[config.mk]
export PLATFORM = sky130hd
export DESIGN_NAME = dbf_line_seq
export DESIGN_NICKNAME = d
export VERILOG_FILES = /design/src/rtl/dbf_pkg.sv /design/src/rtl/dbf_zone_ctr.sv /design/src/rtl/dbf_line_seq.sv
export SDC_FILE = /design/constraint.sdc
export NUM_CORES = 1
export LEC_CHECK = 0
export CORE_MARGIN = 5
export CORE_UTILIZATION = 40
export CTS_CLUSTER_SIZE = 20
export DETAILED_ROUTE_END_ITERATION = 16
export REMOVE_ABC_BUFFERS = 1
export SKIP_LAST_GASP = 1
export SLEW_MARGIN = 15
export SYNTH_ARGS = -nofsm -noshare
export SYNTH_HDL_FRONTEND = slang
export SYNTH_HIERARCHICAL = 1
export SYNTH_SLANG_ARGS = --single-unit
[constraint.sdc]
create_clock -name clk -period 4.9 [get_ports clk]
set_input_delay 0.49 -clock clk [delete_from_list [all_inputs] [get_ports clk]]
set_output_delay 0.49 -clock clk [all_outputs]
set_load 0.02 [all_outputs]
[src/rtl/dbf_pkg.sv]
// dbf_pkg: shared definitions for the DBF line sequencer slice.
// Holds the default bus widths and the line-sequencer FSM state enum.
package dbf_pkg;

  localparam int unsigned ADDR_WD_DEF = 8;   // delay-LUT address width
  localparam int unsigned CNT_WD_DEF  = 16;  // sample / zone-length counter width
  localparam int unsigned ZONE_WD_DEF = 6;   // zone index / zone count width

  typedef enum logic [2:0] {
    StIdle,
    StArm,
    StTx,
    StSettle,
    StRx,
    StDone
  } seq_state_e;

endpackage

[src/rtl/dbf_zone_ctr.sv]
// dbf_zone_ctr: receive-window counters for dbf_line_seq.
// Holds sample_cnt, zone_cnt and zone_idx. All counters sit at zero while run is low,
// so each receive window starts from a clean state.
// Ports:
//   clk, rst_n      clock, asynchronous active-low reset
//   run             high for every receive (start) cycle
//   zone_len_m1     samples per zone minus one (already clamped to >= 0)
//   num_zones_m1    focal zones minus one (already clamped to >= 0)
//   rx_len_m1       receive samples minus one
//   zone_idx        current focal zone index
//   zone_step       this cycle closes a zone and another zone follows
//   rx_last         this cycle is the last receive sample
module dbf_zone_ctr
  import dbf_pkg::*;
#(
  parameter int unsigned CNT_WD  = CNT_WD_DEF,
  parameter int unsigned ZONE_WD = ZONE_WD_DEF
) (
  input  logic               clk,
  input  logic               rst_n,
  input  logic               run,
  input  logic [CNT_WD-1:0]  zone_len_m1,
  input  logic [ZONE_WD-1:0] num_zones_m1,
  input  logic [CNT_WD-1:0]  rx_len_m1,
  output logic [ZONE_WD-1:0] zone_idx,
  output logic               zone_step,
  output logic               rx_last
);

  logic [CNT_WD-1:0] sample_cnt;
  logic [CNT_WD-1:0] zone_cnt;
  logic              zone_wrap;

  assign zone_wrap = (zone_cnt == zone_len_m1);
  assign rx_last   = run && (sample_cnt == rx_len_m1);
  // No step on the final sample: a new zone would start after the window closes.
  assign zone_step = run && zone_wrap && (zone_idx < num_zones_m1) && !rx_last;

  always_ff @(posedge clk or negedge rst_n) begin
    if (!rst_n) begin
      sample_cnt <= '0;
      zone_cnt   <= '0;
      zone_idx   <= '0;
    end else if (!run) begin
      sample_cnt <= '0;
      zone_cnt   <= '0;
      zone_idx   <= '0;
    end else begin
      sample_cnt <= sample_cnt + CNT_WD'(1);
      zone_cnt   <= zone_wrap ? '0 : zone_cnt + CNT_WD'(1);
      if (zone_step) begin
        zone_idx <= zone_idx + ZONE_WD'(1);
      end
    end
  end

endmodule

[src/rtl/dbf_line_seq.sv]
// dbf_line_seq: per-scan-line controller for the DBF channel array.
// Waits out the transmit burst, preloads the zone-0 delay-LUT address, opens the receive
// window (start) and steps the shared LUT address once per focal zone.
// Optional macro DBF_SEQ_ABORT_EN adds the abort input and line_abort output.
// Ports:
//   clk, rst_n         clock, asynchronous active-low reset
//   abort              (DBF_SEQ_ABORT_EN) cancel the current line
//   line_abort         (DBF_SEQ_ABORT_EN) one-cycle pulse when a line is aborted
//   line_trig          one-cycle new-line request
//   tx_en              transmit active
//   cfg_line_base      LUT base address for the line
//   cfg_num_zones      focal zones per line (0 treated as 1)
//   cfg_zone_len       samples per zone (0 treated as 1)
//   cfg_rx_len         receive samples per line (0 = no receive window)
//   start              receive window enable to all channels
//   dbf_lut_addr       delay-LUT address to all channels
//   dbf_lut_we         one-cycle LUT update strobe
//   busy               not idle
//   line_done          one-cycle end-of-line pulse
//   tx_timeout_err     sticky, tx_en never rose after a trigger
//   trig_overrun       sticky, line_trig seen while busy
module dbf_line_seq
  import dbf_pkg::*;
#(
  parameter int unsigned ADDR_WD    = ADDR_WD_DEF,
  parameter int unsigned CNT_WD     = CNT_WD_DEF,
  parameter int unsigned ZONE_WD    = ZONE_WD_DEF,
  parameter int unsigned SETTLE_CYC = 4,
  parameter int unsigned TX_TIMEOUT = 4096
) (
  input  logic               clk,
  input  logic               rst_n,
`ifdef DBF_SEQ_ABORT_EN
  input  logic               abort,
  output logic               line_abort,
`endif
  input  logic               line_trig,
  input  logic               tx_en,
  input  logic [ADDR_WD-1:0] cfg_line_base,
  input  logic [ZONE_WD-1:0] cfg_num_zones,
  input  logic [CNT_WD-1:0]  cfg_zone_len,
  input  logic [CNT_WD-1:0]  cfg_rx_len,
  output logic               start,
  output logic [ADDR_WD-1:0] dbf_lut_addr,
  output logic               dbf_lut_we,
  output logic               busy,
  output logic               line_done,
  output logic               tx_timeout_err,
  output logic               trig_overrun
);

  localparam int unsigned SET_WD = (SETTLE_CYC > 1) ? $clog2(SETTLE_CYC) : 1;
  localparam int unsigned TMO_WD = (TX_TIMEOUT > 1) ? $clog2(TX_TIMEOUT) : 1;

  seq_state_e state;

  // Shadow copy of the line configuration, captured on the accepted trigger.
  logic [ADDR_WD-1:0] sh_base;
  logic [ZONE_WD-1:0] sh_nz_m1;
  logic [CNT_WD-1:0]  sh_zl_m1;
  logic [CNT_WD-1:0]  sh_rx_m1;
  logic               sh_rx_zero;

  logic [SET_WD-1:0]  settle_cnt;
  logic [TMO_WD-1:0]  tmo_cnt;

  logic [ZONE_WD-1:0] zone_idx;
  logic               zone_step;
  logic               rx_last;
  logic               abort_hit;

`ifdef DBF_SEQ_ABORT_EN
  assign abort_hit = abort && (state != StIdle);
`else
  assign abort_hit = 1'b0;
`endif

  assign busy = (state != StIdle);

  dbf_zone_ctr #(
    .CNT_WD  (CNT_WD),
    .ZONE_WD (ZONE_WD)
  ) u_zone_ctr (
    .clk          (clk),
    .rst_n        (rst_n),
    .run          (state == StRx),
    .zone_len_m1  (sh_zl_m1),
    .num_zones_m1 (sh_nz_m1),
    .rx_len_m1    (sh_rx_m1),
    .zone_idx     (zone_idx),
    .zone_step    (zone_step),
    .rx_last      (rx_last)
  );

  always_ff @(posedge clk or negedge rst_n) begin
    if (!rst_n) begin
      state          <= StIdle;
      sh_base        <= '0;
      sh_nz_m1       <= '0;
      sh_zl_m1       <= '0;
      sh_rx_m1       <= '0;
      sh_rx_zero     <= 1'b0;
      settle_cnt     <= '0;
      tmo_cnt        <= '0;
      start          <= 1'b0;
      dbf_lut_addr   <= '0;
      dbf_lut_we     <= 1'b0;
      line_done      <= 1'b0;
      tx_timeout_err <= 1'b0;
      trig_overrun   <= 1'b0;
`ifdef DBF_SEQ_ABORT_EN
      line_abort     <= 1'b0;
`endif
    end else begin
      // Strobes default low; each is raised for exactly one cycle below.
      dbf_lut_we <= 1'b0;
      line_done  <= 1'b0;
`ifdef DBF_SEQ_ABORT_EN
      line_abort <= 1'b0;
`endif
      if (line_trig && (state != StIdle)) begin
        trig_overrun <= 1'b1;
      end

      if (abort_hit) begin
        state <= StIdle;
        start <= 1'b0;
`ifdef DBF_SEQ_ABORT_EN
        line_abort <= 1'b1;
`endif
      end else begin
        unique case (state)
          StIdle: begin
            if (line_trig) begin
              sh_base        <= cfg_line_base;
              sh_nz_m1       <= (cfg_num_zones == '0) ? '0 : cfg_num_zones - ZONE_WD'(1);
              sh_zl_m1       <= (cfg_zone_len == '0) ? '0 : cfg_zone_len - CNT_WD'(1);
              sh_rx_m1       <= cfg_rx_len - CNT_WD'(1);
              sh_rx_zero     <= (cfg_rx_len == '0);
              tx_timeout_err <= 1'b0;
              tmo_cnt        <= '0;
              state          <= StArm;
            end
          end
          StArm: begin
            if (tx_en) begin
              state <= StTx;
            end else if (tmo_cnt == TMO_WD'(TX_TIMEOUT - 1)) begin
              tx_timeout_err <= 1'b1;
              state          <= StIdle;
            end else begin
              tmo_cnt <= tmo_cnt + TMO_WD'(1);
            end
          end
          StTx: begin
            if (!tx_en) begin
              // Zone-0 preload lands in the first settle cycle.
              dbf_lut_addr <= sh_base;
              dbf_lut_we   <= 1'b1;
              settle_cnt   <= '0;
              state        <= StSettle;
            end
          end
          StSettle: begin
            if (settle_cnt == SET_WD'(SETTLE_CYC - 1)) begin
              if (sh_rx_zero) begin
                line_done <= 1'b1;
                state     <= StDone;
              end else begin
                start <= 1'b1;
                state <= StRx;
              end
            end else begin
              settle_cnt <= settle_cnt + SET_WD'(1);
            end
          end
          StRx: begin
            if (rx_last) begin
              start     <= 1'b0;
              line_done <= 1'b1;
              state     <= StDone;
            end else if (zone_step) begin
              // zone_idx increments on this same edge, so address the next zone.
              dbf_lut_addr <= sh_base + ADDR_WD'(zone_idx) + ADDR_WD'(1);
              dbf_lut_we   <= 1'b1;
            end
          end
          StDone: begin
            state <= StIdle;
          end
          default: begin
            state <= StIdle;
          end
        endcase
      end
    end
  end

endmodule

==> impl_metrics.json, run 1 <==
{
  "async_flop_share_pct": 100,
  "wl_per_cell_um": 14.3,
  "cp_max_fo": 19,
  "report.final.hold_viol_count": 0,
  "port_buffers": 63,
  "internal_power_mw": 2.47,
  "mostFrequentLayoutCell": "dfrtp_1",
  "drt-initial-drc-count": 253,
  "period_share_pct": 77.3,
  "critPathKind": "reg -> reg",
  "vias_per_cell": 5.10,
  "io_pins": 64,
  "gp_congestion": 0.807,
  "power.switching_mw": 1.17,
  "grt_pass1_vias": 5183,
  "synth_area_leader_cell": "dfrtp_1",
  "area_delta_synth_final_pct": 22.1,
  "worstPathRequired_ns": 5.24,
  "dr.pass1.iters": 4,
  "slew_headroom_pct": 32.4,
  "overflow": 0,
  "status": "finished clean",
  "min_path_type": "in -> async",
  "clk_path_buf_depth": 2,
  "syn_area_sq_mm": 0.00649,
  "power.leakage_nw": 3.41,
  "ys.flop_type": "dfrtp_1",
  "final_nets": 839,
  "holdBufCountCts": 0,
  "crit_arrival_ns": 4.12,
  "wirelength_um": 14200,
  "track_usage_pct": 16.2,
  "hpwlAfterDp_um": 10400,
  "pwr-share-clk_pct": 34.1,
  "worstMarginPinSlew_ns": 1.01,
  "p_seq_share_pct": 39.1,
  "via_count": 5082,
  "die-width_um": 137,
  "grt_setup_unrepaired": "false",
  "p_per_area_mw_per_mm2": 460,
  "syn_area_per_cell_sq_um": 9.23,
  "cts_tree": "done",
  "drive_above_1_share_pct": 7.31,
  "hold_slack_ns": 0.221,
  "synth_warnings": 6,
  "max_stage_delay_ns": 0.67,
  "clock_sinks": 115,
  "die_area_sq_mm": 0.0189,
  "finalSetupViolations": 0,
  "maxSlewViolCount": 0,
  "grt_pass1_wl_um": 24400,
  "cts_buffers": 17,
  "fp.dieH_um": 137,
  "tns_ns": 0,
  "synthCells": 703,
  "min_period_ns": 3.79,
  "crit_family": "simple AND/OR/NAND/NOR gates",
  "fin_skew_ns": 0.0173,
  "path_cells": "or3b_1, inv_1, nand3b_1, or3_1, or2_0, inv_1, or4bb_1, a21oi_4, nor3b_1, mux2i_1, nand3_1",
  "yosys-top-cells-area": "dfrtp_1 (44%), xnor2_1 (7.2%), xor2_1 (5.8%)",
  "ys_seq_area_share_pct": 44.3,
  "h-tree-depth": 4,
  "cp-start-kind": "flop",
  "antenna_found_initial": 0,
  "drc": 0,
  "final_cell_mix": "dfrtp_1 (115), nand2_1 (94), nor2_1 (74), clkdlybuf4s50_1 (62), xnor2_1 (53)",
  "power_frac_comb_pct": 26.8,
  "cts-resized-gates": 0,
  "post-cts-setup-buffer-count": 0,
  "rows": 46,
  "worst_path_max_delay_cell": "or3b_1",
  "synth_edf_count": 0,
  "crit_path_end_kind": "flop",
  "critPathMostFrequentCell": "inv_1",
  "clk_latency_ns": 0.42,
  "ys_seq_elements": 115,
  "start_util_pct": 40.9,
  "clk_pin_slew_ns": 0.05,
  "final_antenna_net_count": 0,
  "synth_top_area_share_pct": 44.3,
  "fin_util_pct": 49.9,
  "synthDistinctLibCells": 59,
  "core_sq_mm": 0.0159,
  "drv_cap": 0,
  "grt_max_degree": 72,
  "ir_worst_vdd_uv": 262,
  "switching_share_pct": 32.1,
  "diodes": 0,
  "root_buffer": "clkbuf_16",
  "critPathBufInv": 2,
  "fmax_mhz": 264
}
-- state kept, by name, summed over array words and instances, names as in the netlist --
signal / cells
sh_rx_m1: 16
sh_zl_m1: 16
u_zone_ctr/sample_cnt: 16
u_zone_ctr/zone_cnt: 16
tmo_cnt: 12
dbf_lut_addr: 8
sh_base: 8
sh_nz_m1: 6
u_zone_ctr/zone_idx: 6
state: 3
settle_cnt: 2
dbf_lut_we: 1
line_done: 1
sh_rx_zero: 1
start: 1
trig_overrun: 1
tx_timeout_err: 1
-- synth_stat cells, drive strengths merged (3+ instances only) --
cell type	number
and2	17
nand2b	5
inv	21
nor3b	3
a22o	3
clkbuf	14
nor2	75
a31o	4
or2	4
xnor2	53
nor3	18
dfrtp	115
o31a	3
ha	21
a211oi	10
nand4	14
nand2	95
nor2b	10
nor4	17
xor2	43
or3	5
nand3	23
a21oi	24
o21ai	44
mux2i	4
buf	9
a31oi	3
and3	14
nand3b	4
-- worst register-to-register path: cells and delay by family, from the launching register on --
kind            cells  cell delay (ns)
flops               1             0.56
compound gates      1             0.41
mux                 1             0.09
buf+inv             2             0.25
simple gates        7             2.40
-- cell families after synthesis --
| group | share of synthesized area [%] |
|---|---|
| AND/OR/NAND/NOR | 24.5 |
| flip-flops | 44.3 |
| adder cells (fa/ha/maj) | 4.36 |
| multiplexers | 0.964 |
| AO/OA/AOI/OAI | 10.2 |
| XOR/XNOR | 13.0 |
| buffers and inverters | 2.72 |
-- layer usage --
metal	GRT usage [%]	part of all wire, %	vias to the layer above	routed length (um)
met3	3.94	3.8	12	536
met5	0	0	-	0
met4	5.82	1.2	0	172
met2	25.9	46	91	6580
li1	-	-	2551	-
met1	21.6	49	2428	6910
-- power by group through the flow --
stage,Combinational [mW],Sequential (mW),Clock [mW]
after floorplan,0.621,1.42,0
after global placement,0.957,1.43,0
after detailed placement,0.989,1.44,0
after CTS,0.995,1.43,1.27
after global routing,1.12,1.46,1.31
final,0.976,1.42,1.24
-- final cells by class --
type | instances | area, sq um
Tap cell | 216 | 270
Clock buffer | 22 | 464
Clock inverter | 10 | 131
Fill cell | 1495 | 7960
Timing Repair Buffer | 68 | 666
Multi-Input combinational cell | 544 | 3440
Sequential cell | 115 | 2880
Inverter | 21 | 78.8
-- metrics by stage --
stage	area [sq um]	setup WS (ns)	power, mW	cells
4_1_cts	7930	1.11	3.69	996
3_5_place_dp	7330	1.13	2.43	964
3_3_place_gp	7330	1.22	2.39	964
5_1_grt	7930	0.863	3.89	996
6_report	7930	1.11	3.64	996
2_1_floorplan	6390	1.24	2.05	680
-- worst paths after layout --
| kind | startpoint | depth (start not counted) | endpoint | slack [ns] |
|---|---|---|---|---|
| min in group clk | trig_overrun | 1 | trig_overrun | 0.45 |
| worst max-delay path | state[0] | 11 | dbf_lut_addr[5] | 1.11 |
| worst max register to register | state[0] | 11 | dbf_lut_addr[5] | 1.11 |
| worst min-delay path | rst_n | 1 | sh_base[2] | 0.22 |
| max in group asynchronous | rst_n | 2 | sh_rx_m1[2] | 3.58 |
| worst min register to register | trig_overrun | 1 | trig_overrun | 0.45 |
Note: power is estimated with default switching activity, not from simulation.
==> run 2: changes to the inputs <==
Clock period 4.9 ns to 3.6 ns, I/O delays scaled along.
==> run 2 against run 1 <==
  * Die area stayed put
  * First-iteration DRC count fell by 13%
  * Critical endpoint is now dbf_lut_addr[2]
  * Clock-buffer cell count up 4
  * Core utilization is 0.13 points higher
  * Largest cell class unchanged
==> impl_metrics.json, run 2 (synthesis gave the netlist of run 1 again) <==
{
  "rr_endpoint": "dbf_lut_addr[2]",
  "cp_max_fo": 11,
  "period_share_pct": 90.9,
  "core_sq_mm": 0.0159,
  "rows": 46,
  "final_antenna_net_count": 0,
  "cts_buffers": 17,
  "grt_pass1_wl_um": 24500,
  "io_pins": 64,
  "clock_sinks": 115,
  "worstMarginPinSlew_ns": 0.772,
  "seq_area_sq_mm": 0.00288,
  "fmax_mhz": 306,
  "crit_family": "simple AND/OR/NAND/NOR gates",
  "dr.pass1.iters": 4,
  "critPathBufInv": 2,
  "diodes": 0,
  "worstPathRequired_ns": 3.93,
  "root_buffer": "clkbuf_16",
  "vias_per_cell": 5.02,
  "overflow": 0,
  "cts_tree": "done",
  "via_count": 5042,
  "gp_congestion": 0.840,
  "wirelength_um": 14100,
  "clk_path_buf_depth": 2,
  "power.switching_mw": 1.57,
  "r2r_start": "u_zone_ctr/zone_cnt[0]",
  "cts-resized-gates": 0,
  "pwr-share-clk_pct": 32.2,
  "drt-initial-drc-count": 219,
  "port_buffers": 63,
  "post-cts-setup-buffer-count": 0,
  "crit_path_end_kind": "flop",
  "worstRegToRegCells": 11,
  "max_stage_delay_ns": 0.54,
  "switching_share_pct": 32.3,
  "power_frac_comb_pct": 28.5,
  "startpoint": "u_zone_ctr/zone_cnt[0]",
  "grt_max_degree": 62,
  "fin_skew_ns": 0.00689,
  "start_util_pct": 40.9,
  "final_nets": 848,
  "clk_pin_slew_ns": 0.05,
  "multi_input_area_sq_mm": 0.00344,
  "die-width_um": 137,
  "grt_pass1_vias": 5142,
  "internal_power_mw": 3.28,
  "holdBufCountCts": 0,
  "final_cell_mix": "dfrtp_1 (115), nand2_1 (94), nor2_1 (74), clkdlybuf4s50_1 (62), xnor2_1 (53)",
  "fp.dieH_um": 137,
  "finalSetupViolations": 0,
  "antenna_found_initial": 0,
  "drc": 0,
  "p_per_area_mw_per_mm2": 610,
  "slew_headroom_pct": 48.5,
  "hpwlAfterDp_um": 10400,
  "status": "finished clean",
  "path_cells": "xor2_1, nor4_1, nand4_1, or3_1, or2_0, inv_1, or4bb_1, a21oi_4, buf_4, nor2_1, a21oi_1",
  "r2r_setup_slack_ns": 0.33,
  "h-tree-depth": 4,
  "fin_util_pct": 50.0,
  "die_area_sq_mm": 0.0189,
  "drive_above_1_share_pct": 7.99,
  "drv_cap": 0,
  "nFillCells": 1510,
  "p_seq_share_pct": 39.4,
  "crit_arrival_ns": 3.60,
  "ir_worst_vdd_uv": 346,
  "report.final.hold_viol_count": 0,
  "mostFrequentLayoutCell": "dfrtp_1",
  "power_mw": 4.85,
  "maxSlewViolCount": 0,
  "power.leakage_nw": 3.43,
  "cp.depth": 11,
  "worst_path_max_delay_cell": "or3_1",
  "grt_setup_unrepaired": "false",
  "track_usage_pct": 16.3,
  "area_delta_synth_final_pct": 22.5,
  "critPathKind": "reg -> reg",
  "cp-start-kind": "flop",
  "wl_per_cell_um": 14.1,
  "min_path_type": "in -> async",
  "min_period_ns": 3.27,
  "clk_latency_ns": 0.41
}
## run 2: final cells by class
class | instances | area share [%]
Sequential cell | 115 | 36.2
Timing Repair Buffer | 77 | 9.22
Clock inverter | 5 | 0.630
Multi-Input combinational cell | 544 | 43.3
Clock buffer | 26 | 6.28
Tap cell | 216 | 3.40
Inverter | 21 | 0.992
## run 2: worst max-delay path by stage
stage / endpoint / slack (ns)
after detailed placement: dbf_lut_addr[2] / 0.35
final: dbf_lut_addr[2] / 0.33
after floorplan: dbf_lut_addr[5] / -0.06
after CTS: dbf_lut_addr[2] / 0.33
after global placement: dbf_lut_addr[4] / 0.47
after global routing: dbf_lut_addr[3] / 0.06
## run 2: routing by layer
| metal | global-route usage [%] | routed length (um) |
|---|---|---|
| met1 | 21.4 | 6630 |
| met2 | 26.4 | 6650 |
| met3 | 3.18 | 599 |
| met4 | 6.65 | 233 |
| met5 | 0 | 0 |
## run 2: worst reg2reg max path, delay by kind of cell, from the launching register on
family,cells,cell delay (ns)
AOI/OAI and AO/OA,2,0.38
xor gates and xnor gates,1,0.17
buffers and inverters,2,0.26
DFF,1,0.43
and+or+nand+nor,6,1.94
## run 2: power by group through the flow
stage / Sequential (mW) / Clock, mW / Combinational [mW]
final: 1.91 / 1.56 / 1.38
after global routing: 1.96 / 1.64 / 1.58
after CTS: 1.92 / 1.60 / 1.41
after detailed placement: 1.93 / 0 / 1.40
after global placement: 1.92 / 0 / 1.36
after floorplan: 1.94 / 0 / 0.845
## run 2: per-stage QoR
step	std cells	hold slack, ns	cell area [sq um]	setup slack, ns	TNS (ns)
2_1_floorplan	680	0.0644	6390	-0.0585	-0.0585
3_3_place_gp	973	0.460	7400	0.467	0
3_5_place_dp	973	0.456	7400	0.349	0
4_1_cts	1004	0.0559	7950	0.330	0
5_1_grt	1004	0.0940	7950	0.0609	0
6_report	1004	0.0225	7950	0.328	0
==> run 3: changes to the inputs <==
Settings changed: PLACE_DENSITY from default to 0.59.
==> run 3 against run 2 <==
  * Sequential power about the same
  * Final cell count is essentially flat
  * Global-route usage shrank 0.13 points
  * Clock-buffer cell count shrank 5
  * First-iteration DRC count rose by 16%
  * Clock power is 12% higher
  * Highest routed layer unchanged
  * Flip-flop and latch count stayed put
  * Non-clock buffer count decreased by 1
  * Routed wire length rose by 1.2%
  * Power increased by 4.1%
  * Critical endpoint is now dbf_lut_addr[7]
  * Via count is 2.2% higher
  * Register-to-register slack about the same
==> impl_metrics.json, run 3 (synthesis gave the netlist of run 1 again) <==
{
  "crit_arrival_ns": 3.60,
  "clk_pin_slew_ns": 0.05,
  "status": "finished clean",
  "clk_path_buf_depth": 2,
  "multi_input_area_sq_mm": 0.00344,
  "holdBufCountCts": 0,
  "diodes": 0,
  "grt_pass1_vias": 5131,
  "grt_max_degree": 62,
  "min_period_ns": 3.27,
  "drive_above_1_share_pct": 8.26,
  "fp.dieH_um": 137,
  "placed_cell_area_sq_mm": 0.00740,
  "vias_per_cell": 5.14,
  "design_area_sq_mm": 0.00802,
  "ir_worst_vdd_uv": 341,
  "nFillCells": 1514,
  "drv_cap": 0,
  "drt-initial-drc-count": 254,
  "die-width_um": 137,
  "power.leakage_nw": 3.46,
  "maxSlewViolCount": 0,
  "path_cells": "xor2_1, nor4_1, nand4_1, or3_1, or2_0, inv_1, or4bb_1, a21oi_4, buf_4, nor2_1, a21oi_1",
  "finalSetupViolations": 0,
  "slew_headroom_pct": 50.7,
  "io_pins": 64,
  "max_stage_delay_ns": 0.54,
  "rows": 46,
  "area_delta_synth_final_pct": 23.6,
  "wl_per_cell_um": 14.2,
  "drc": 0,
  "final_cell_mix": "dfrtp_1 (115), nand2_1 (94), nor2_1 (74), clkdlybuf4s50_1 (62), xnor2_1 (53)",
  "tns_ns": 0,
  "critPathBufInv": 2,
  "track_usage_pct": 16.2,
  "period_share_pct": 90.8,
  "antenna_found_initial": 0,
  "cp-start-kind": "flop",
  "grt_setup_unrepaired": "false",
  "port_buffers": 63,
  "start_util_pct": 40.9,
  "gp_congestion": 0.835,
  "fin_util_pct": 50.5,
  "report.final.hold_viol_count": 0,
  "p_per_area_mw_per_mm2": 629,
  "core_sq_mm": 0.0159,
  "worstMarginPinSlew_ns": 0.733,
  "grt_pass1_wl_um": 24200,
  "clk_latency_ns": 0.42,
  "worstPathRequired_ns": 3.93,
  "hpwlAfterDp_um": 10500,
  "clock_sinks": 115,
  "critPathKind": "reg -> reg",
  "worst_path_max_delay_cell": "or3_1",
  "post-cts-setup-buffer-count": 0,
  "cts-resized-gates": 0,
  "root_buffer": "clkbuf_16",
  "crit_path_end_kind": "flop",
  "h-tree-depth": 4,
  "wirelength_um": 14300,
  "overflow": 0,
  "min_path_type": "in -> async",
  "via_count": 5151,
  "cts_buffers": 17,
  "fin_skew_ns": 0.0111,
  "cp_max_fo": 13,
  "cts_tree": "done",
  "fmax_mhz": 306,
  "crit_family": "simple AND/OR/NAND/NOR gates",
  "power_mw": 5.05,
  "die_area_sq_mm": 0.0189,
  "seq_area_sq_mm": 0.00288,
  "mostFrequentLayoutCell": "dfrtp_1",
  "final_antenna_net_count": 0,
  "dr.pass1.iters": 5,
  "final_nets": 847
}
run 3: final timing paths:
| kind | end | startpoint | cells past startpoint | slack, ns |
|---|---|---|---|---|
| worst min-delay path | sh_base[7] | rst_n | 1 | 0.002 |
| worst max-delay path | dbf_lut_addr[7] | u_zone_ctr/zone_cnt[0] | 11 | 0.33 |
| worst max register to register | dbf_lut_addr[7] | u_zone_ctr/zone_cnt[0] | 11 | 0.33 |
| min in group clk | sh_base[3] | cfg_line_base[3] | 3 | 0.48 |
| worst min register to register | trig_overrun | trig_overrun | 1 | 0.48 |
| max in group asynchronous | u_zone_ctr/zone_cnt[4] | rst_n | 2 | 2.84 |
run 3: layer usage:
layer  share of wire, %  vias up  global-route usage (%)
met5                  0        -                       0
met3                5.7       21                    5.33
met2                 46      117                    25.6
met1                 47     2437                    20.7
li1                   -     2576                       -
met4                1.6        0                    5.76
run 3: cell type report:
type | count | share of cell area (%)
repair buffers | 76 | 9.20
multi-input cells | 544 | 42.9
inverters | 21 | 0.983
clock buffers | 21 | 5.74
well taps | 216 | 3.37
clock inverters | 10 | 1.95
flip-flops and latches | 115 | 35.9
run 3: metrics by stage:
step | hold slack [ns] | setup WS [ns] | std cells
floorplan | 0.0644 | -0.0585 | 680
global placement | 0.458 | 0.473 | 972
detailed placement | 0.466 | 0.327 | 972
CTS | 0.0186 | 0.312 | 1003
global route | 0.0520 | 0.162 | 1003
finish | 0.00159 | 0.331 | 1003
run 3: power by group:
group / leakage (nW) / total (mW) / internal (mW) / switching [mW]
sequential: 1.49 / 1.89 / 1.64 / 0.253
clock: 0.303 / 1.75 / 1.18 / 0.562
combinational: 1.67 / 1.41 / 0.642 / 0.770
total: 3.46 / 5.05 / 3.46 / 1.58
